`config.mk`:
```
export PLATFORM = sky130hd
export DESIGN_NAME = adc_capture_gate
export DESIGN_NICKNAME = d
export VERILOG_FILES = /design/src/rtl/adc_capture_gate.sv
export SDC_FILE = /design/constraint.sdc
export NUM_CORES = 1
export LEC_CHECK = 0
export ABC_AREA = 1
export CAP_MARGIN = 5
export CORE_ASPECT_RATIO = 0.7
export CORE_MARGIN = 3
export CORE_UTILIZATION = 40
export DETAILED_ROUTE_END_ITERATION = 7
export PLACE_DENSITY = 0.79
export SYNTH_ARGS = -nofsm -noshare
export SYNTH_HDL_FRONTEND = slang
export SYNTH_SLANG_ARGS = --single-unit
```
`constraint.sdc`:
```
create_clock -name aclk -period 2.1 [get_ports aclk]
set_clock_uncertainty 0.15 [all_clocks]
set_input_delay 0.315 -clock aclk [delete_from_list [all_inputs] [get_ports aclk]]
set_output_delay 0.315 -clock aclk [all_outputs]
set_load 0.05 [all_outputs]
```
`src/rtl/adc_capture_gate.sv`:
```
// Gates a free-running ADC stream open for LENGTH cycles, DELAY cycles after a capture edge.
// Define ADC_CAPTURE_GATE_RETRIGGER_EN to let a capture edge during OPEN restart the window.
module adc_capture_gate #(
  parameter int unsigned DELAY  = 96,
  parameter int unsigned LENGTH = 32,
  parameter int unsigned WIDTH  = 128
) (
  input  logic             aclk,
  input  logic             aresetn,
  input  logic             capture_i,
  input  logic [WIDTH-1:0] adc_tdata,
  input  logic             adc_tvalid,
  output logic             adc_tready,
  output logic [WIDTH-1:0] gate_tdata,
  output logic             gate_tvalid,
  input  logic             gate_tready,
  output logic             busy_o,
  output logic [15:0]      window_count_o
);

  if (LENGTH == 0 || LENGTH > 65535 || DELAY > 65535) begin : g_param_check
    $error("adc_capture_gate: LENGTH must be 1..65535 and DELAY 0..65535");
  end

  localparam logic [15:0] DELAY_LAST  = 16'(DELAY == 0 ? 0 : DELAY - 1);
  localparam logic [15:0] LENGTH_LAST = 16'(LENGTH - 1);

  typedef enum logic [1:0] {
    S_IDLE  = 2'd0,
    S_DELAY = 2'd1,
    S_OPEN  = 2'd2
  } state_t;

  state_t      state;
  logic [15:0] cnt;
  logic        meta;
  logic [1:0]  sync;
  logic [1:0]  fill;
  logic        cap_edge;
  logic        unused_inputs;

  assign cap_edge      = sync[0] & ~sync[1];
  assign busy_o        = (state != S_IDLE);
  assign adc_tready    = 1'b1;
  assign unused_inputs = adc_tvalid ^ gate_tready;

  always_ff @(posedge aclk) begin
    if (!aresetn) begin
      state          <= S_IDLE;
      cnt            <= '0;
      meta           <= 1'b0;
      sync           <= 2'b10;
      fill           <= 2'b00;
      gate_tdata     <= '0;
      gate_tvalid    <= 1'b0;
      window_count_o <= '0;
    end else begin
      meta    <= capture_i;
      sync[0] <= meta;
      // sync[1] stays high until a genuine post-reset sample reaches sync[0],
      // so a capture line held high across reset cannot look like an edge.
      sync[1] <= fill[1] ? sync[0] : 1'b1;
      fill    <= {fill[0], 1'b1};

      gate_tvalid <= 1'b1;
      gate_tdata  <= (state == S_OPEN) ? adc_tdata : '0;

      case (state)
        S_IDLE: begin
          if (cap_edge) begin
            cnt   <= '0;
            state <= (DELAY == 0) ? S_OPEN : S_DELAY;
          end
        end
        S_DELAY: begin
          if (cnt == DELAY_LAST) begin
            cnt   <= '0;
            state <= S_OPEN;
          end else begin
            cnt <= cnt + 16'd1;
          end
        end
        S_OPEN: begin
          // Closure wins over a coincident edge: no back-to-back windows.
          if (cnt == LENGTH_LAST) begin
            cnt            <= '0;
            state          <= S_IDLE;
            window_count_o <= window_count_o + 16'd1;
          end
`ifdef ADC_CAPTURE_GATE_RETRIGGER_EN
          else if (cap_edge) begin
            cnt <= '0;
          end
`endif
          else begin
            cnt <= cnt + 16'd1;
          end
        end
        default: begin
          cnt   <= '0;
          state <= S_IDLE;
        end
      endcase
    end
  end

endmodule

```
==> tab_implementation.tex <==
\begin{tabular}{lr}
\hline
Metric & Value \\
\hline
\multicolumn{2}{l}{\textbf{Route}} \\
Drt total wl & 16200 um \\
Routed length on met3 & 1360 um \\
Met2 Wirelength & 8310 um \\
Met1 routed wirelength after detailed routing & 6260 um \\
DRT iter0 DRCs & 328 \\
Top sig layer & met4 \\
Residual DRC & 0 \\
Post-DRT Antenna Nets & 0 \\
Pre-Repair DR Iteration Count & 5 \\
Routed via count divided by cell count & 4.29 \\
Post-DR wirelength/cell & 13.5 um \\
Via total after detailed routing & 5143 \\
\multicolumn{2}{l}{\textbf{Setup path}} \\
Startpoint of the lowest-slack register-to-register path & cnt[1]\$\_SDFFE\_PN0P\_ \\
Gate family responsible for the most delay along the worst path & buffers and inverters \\
Category of the most critical setup path & reg2out \\
Crit path largest cell delay & 830 ps \\
Crit path DAT & 1600 ps \\
Max Fanout on Critical Path & 3 \\
Endpoint kind of the worst setup timing path & output port \\
Critical-path cell with the highest stage delay & sky130\_fd\_sc\_hd\_\_clkdlybuf4s50\_1 \\
FF-to-FF setup slack & 260 ps \\
FF-to-FF path depth & 7 \\
CP bufs+invs & 1 \\
Worst-path cell chain & clkdlybuf4s50\_1 \\
Reg-to-reg endpoint & window\_count\_o[5]\$\_SDFFE\_PN0P\_ \\
Startpoint type of the worst setup path & flop \\
Worst path required time & 1630 ps \\
\multicolumn{2}{l}{\textbf{Hold path}} \\
Number of cells on the worst hold path & 1 \\
Terminating pin of the worst hold path & sync[1]\$\_SDFF\_PN1\_ \\
Source of the worst hold timing path & fill[1]\$\_SDFF\_PN0\_ \\
Type of the tightest min-delay check & reg2reg \\
\multicolumn{2}{l}{\textbf{Global routing}} \\
Gr usage total & 20.1\% \\
Gr ovfl total & 0 \\
Number of global-route vias before repair & 4751 \\
Antenna violations before repair & 0 \\
Wire length of the first global-routing pass & 24800 um \\
Maximum number of pins on one net before global-route repair & 34 \\
\multicolumn{2}{l}{\textbf{STA}} \\
Final cycle utilization of the critical path & 98.5\% \\
Setup violation total in the final timing report & 0 \\
RSZ-0062 raised after global routing & no \\
Sum Neg Setup Slack & 0 ps \\
Final critical delay including setup and external delays & 2070 ps \\
Slew at the pin closest to its max-slew limit & 568 ps \\
Total count of max-transition violations in the final report & 0 \\
Final hold violations & 0 \\
Worst slew margin relative to its limit & 62.0\% \\
F\_max & 0.483 GHz \\
\multicolumn{2}{l}{\textbf{Yosys}} \\
Distinct cells, synth & 36 \\
Net count of the mapped netlist & 852 \\
Seq cells post-synth & 167 \\
Post-Synth XOR/XNOR Area & 1.21\% \\
Simple-Gate Fraction of Synth Area & 23.7\% \\
Combinational family with the most area after synthesis & simple AND/OR/NAND/NOR gates \\
Netlist Area Pre-Place & 0.00578 mm\^{}2 \\
Count of flip-flops with a built-in enable after synthesis & 0 \\
Seq/Total Area, Yosys & 57.9\% \\
Share of synthesized area spent on multiplexers & 0\% \\
Adder-cell share of the synthesized area & 1.30\% \\
Top cell type's share of synthesized area & 57.9\% \\
Flip-flop cell with the highest count after synthesis & sky130\_fd\_sc\_hd\_\_dfxtp\_1 \\
Mean Syn Cell Area & 8.10 um\^{}2 \\
Synth Instances & 713 \\
Synthesis warning total & 0 \\
Fraction of the mapped netlist area in compound gates & 3.38\% \\
Share of synthesized flip-flops with an asynchronous set or reset & 0\% \\
Cell type with the highest aggregate area in the netlist & sky130\_fd\_sc\_hd\_\_dfxtp\_1 \\
Top cells by area, synth & sky130\_fd\_sc\_hd\_\_dfxtp\_1, sky130\_fd\_sc\_hd\_\_nor2\_1, sky130\_fd\_sc\_hd\_\_inv\_1, sky130\_fd\_sc\_hd\_\_nand2\_1, sky130\_fd\_sc\_hd\_\_nand3\_1 \\
\multicolumn{2}{l}{\textbf{Layout}} \\
Footprint of the multi-input gates & 0.00172 mm\^{}2 \\
Register area & 0.00334 mm\^{}2 \\
Most common cell after layout, fill and taps aside & sky130\_fd\_sc\_hd\_\_clkdlybuf4s50\_1 \\
Top library cells by usage in the layout, fill and taps aside & sky130\_fd\_sc\_hd\_\_clkdlybuf4s50\_1, sky130\_fd\_sc\_hd\_\_nor2\_1, sky130\_fd\_sc\_hd\_\_dfxtp\_1, sky130\_fd\_sc\_hd\_\_inv\_1, sky130\_fd\_sc\_hd\_\_nand2\_1 \\
Share of layout cells above drive strength 1 & 7.52\% \\
Synthesis-to-finish area growth & 62.0\% \\
Count of inserted antenna diode cells & 0 \\
Number of nets in the layout & 1136 \\
Number of filler cells placed in the layout & 1127 \\
\multicolumn{2}{l}{\textbf{Clock tree}} \\
Buffer levels on the longest clock path & 2 \\
Clock sink count & 167 \\
Inserted Clock Buffers & 17 \\
Cell chosen for the clock root & sky130\_fd\_sc\_hd\_\_clkbuf\_16 \\
TritonCTS clock tree & built \\
Number of levels the H-tree was split into & 4 \\
Worst-skew pair later-pin latency & 420 ps \\
Clock slew seen by the registers of the worst setup and hold paths & 70 ps \\
\multicolumn{2}{l}{\textbf{Placement}} \\
PortBufs & 276 \\
Final GP Congestion & 0.872 \\
Detailed-placement wirelength estimate & 12400 um \\
\multicolumn{2}{l}{\textbf{Flow run}} \\
Number of maximum-capacitance violations & 0 \\
\multicolumn{2}{l}{\textbf{Pwr}} \\
Total Power & 6.69 mW \\
Leakage component of the power & 4.18 nW \\
Max VDD drop & 0.521 mV \\
Total power per unit cell area & 714 mW/mm\^{}2 \\
\multicolumn{2}{l}{\textbf{Floorplan}} \\
Die Wd & 150 um \\
Cell row count & 36 \\
Placeable core area & 0.0140 mm\^{}2 \\
Effective utilization at floorplan & 41.2\% \\
Number of top-level design ports & 280 \\
Overall die height & 107 um \\
Die Outline Area & 0.0159 mm\^{}2 \\
\multicolumn{2}{l}{\textbf{Run status}} \\
Outcome & complete, no violations \\
\hline
\end{tabular}
## where the power goes
part	leakage, nW	internal, mW	switching, mW
clock	0.286	1.63	1.46
sequential	1.35	3.17	0.00307
combinational	2.55	0.260	0.166
total	4.18	5.06	1.63
## layout make-up
type | count | share of cell area (%)
flip-flops and latches | 167 | 35.7
repair buffers | 285 | 30.3
multi-input cells | 362 | 18.4
inverters | 164 | 6.59
clock buffers | 18 | 4.69
well taps | 190 | 2.54
clock inverters | 14 | 1.71
## cell usage after synthesis (all sizes together), types with 6 or more instances
| master | n |
|---|---|
| xor2 | 6 |
| clkbuf | 10 |
| inv | 162 |
| o21ai | 9 |
| nand3 | 27 |
| nor2 | 183 |
| nor3 | 14 |
| dfxtp | 167 |
| ha | 6 |
| nand4 | 7 |
| nand2 | 80 |
| buf | 10 |
| a21oi | 20 |
## how the worst max path moves through the flow
stage	startpoint	end	slack (ps)	cells past startpoint
detailed placement	aresetn	gate_tdata[76]$_SDFF_PN0_	260	4
floorplan	window_count_o[0]$_SDFFE_PN0P_	window_count_o[14]$_SDFFE_PN0P_	230	8
global placement	aresetn	gate_tdata[5]$_SDFF_PN0_	300	4
finish	window_count_o[11]$_SDFFE_PN0P_	window_count_o[11]	30	1
CTS	window_count_o[11]$_SDFFE_PN0P_	window_count_o[11]	20	1
global route	gate_tvalid$_DFF_P_	gate_tvalid	0.7	1
## timing repair
action | 4_1_cts | 5_1_grt
resized for setup | 13 | 0
buffers inserted | 0 | 0
endpoints found under the setup margin | 13 | 0
hold buffers | 0 | 0
endpoints found under the hold margin | 0 | 0
## stage by stage
step | cell area, um^2 | instances | hold WS [ps] | util [%] | setup WS, ps
after floorplan | 5780 | 713 | 193 | - | 233
after global placement | 8770 | 1168 | 225 | 62.6 | 296
after detailed placement | 8770 | 1168 | 234 | 62.6 | 255
after CTS | 9360 | 1200 | 236 | 66.8 | 18.2
after global routing | 9360 | 1200 | 246 | 66.8 | 0.730
final | 9360 | 1200 | 243 | 66.8 | 30.7
## cell families (layout without fill, tap and decap cells)
logic type | count (synthesis) | after routing
adders and majority gates | 6 | 6
AOI/OAI and AO/OA | 32 | 32
buffers and inverters | 184 | 481
xor gates and xnor gates | 8 | 8
other | 1 | 1
and+or+nand+nor | 315 | 315
DFF | 167 | 167
## layer usage
metal | GRT usage (%) | vias up
met2 | 34.7 | 199
met4 | 7.32 | 0
li1 | - | 2643
met3 | 7.29 | 24
met5 | 0 | -
met1 | 22.8 | 2277
## flip-flops by register name, indices dropped and copies added, names as in the netlist
signal          count
meta                1
gate_tvalid         1
state               2
fill                1
sync                2
cnt                16
gate_tdata        128
window_count_o     16
No activity file was read; power rests on OpenSTA's default activity.
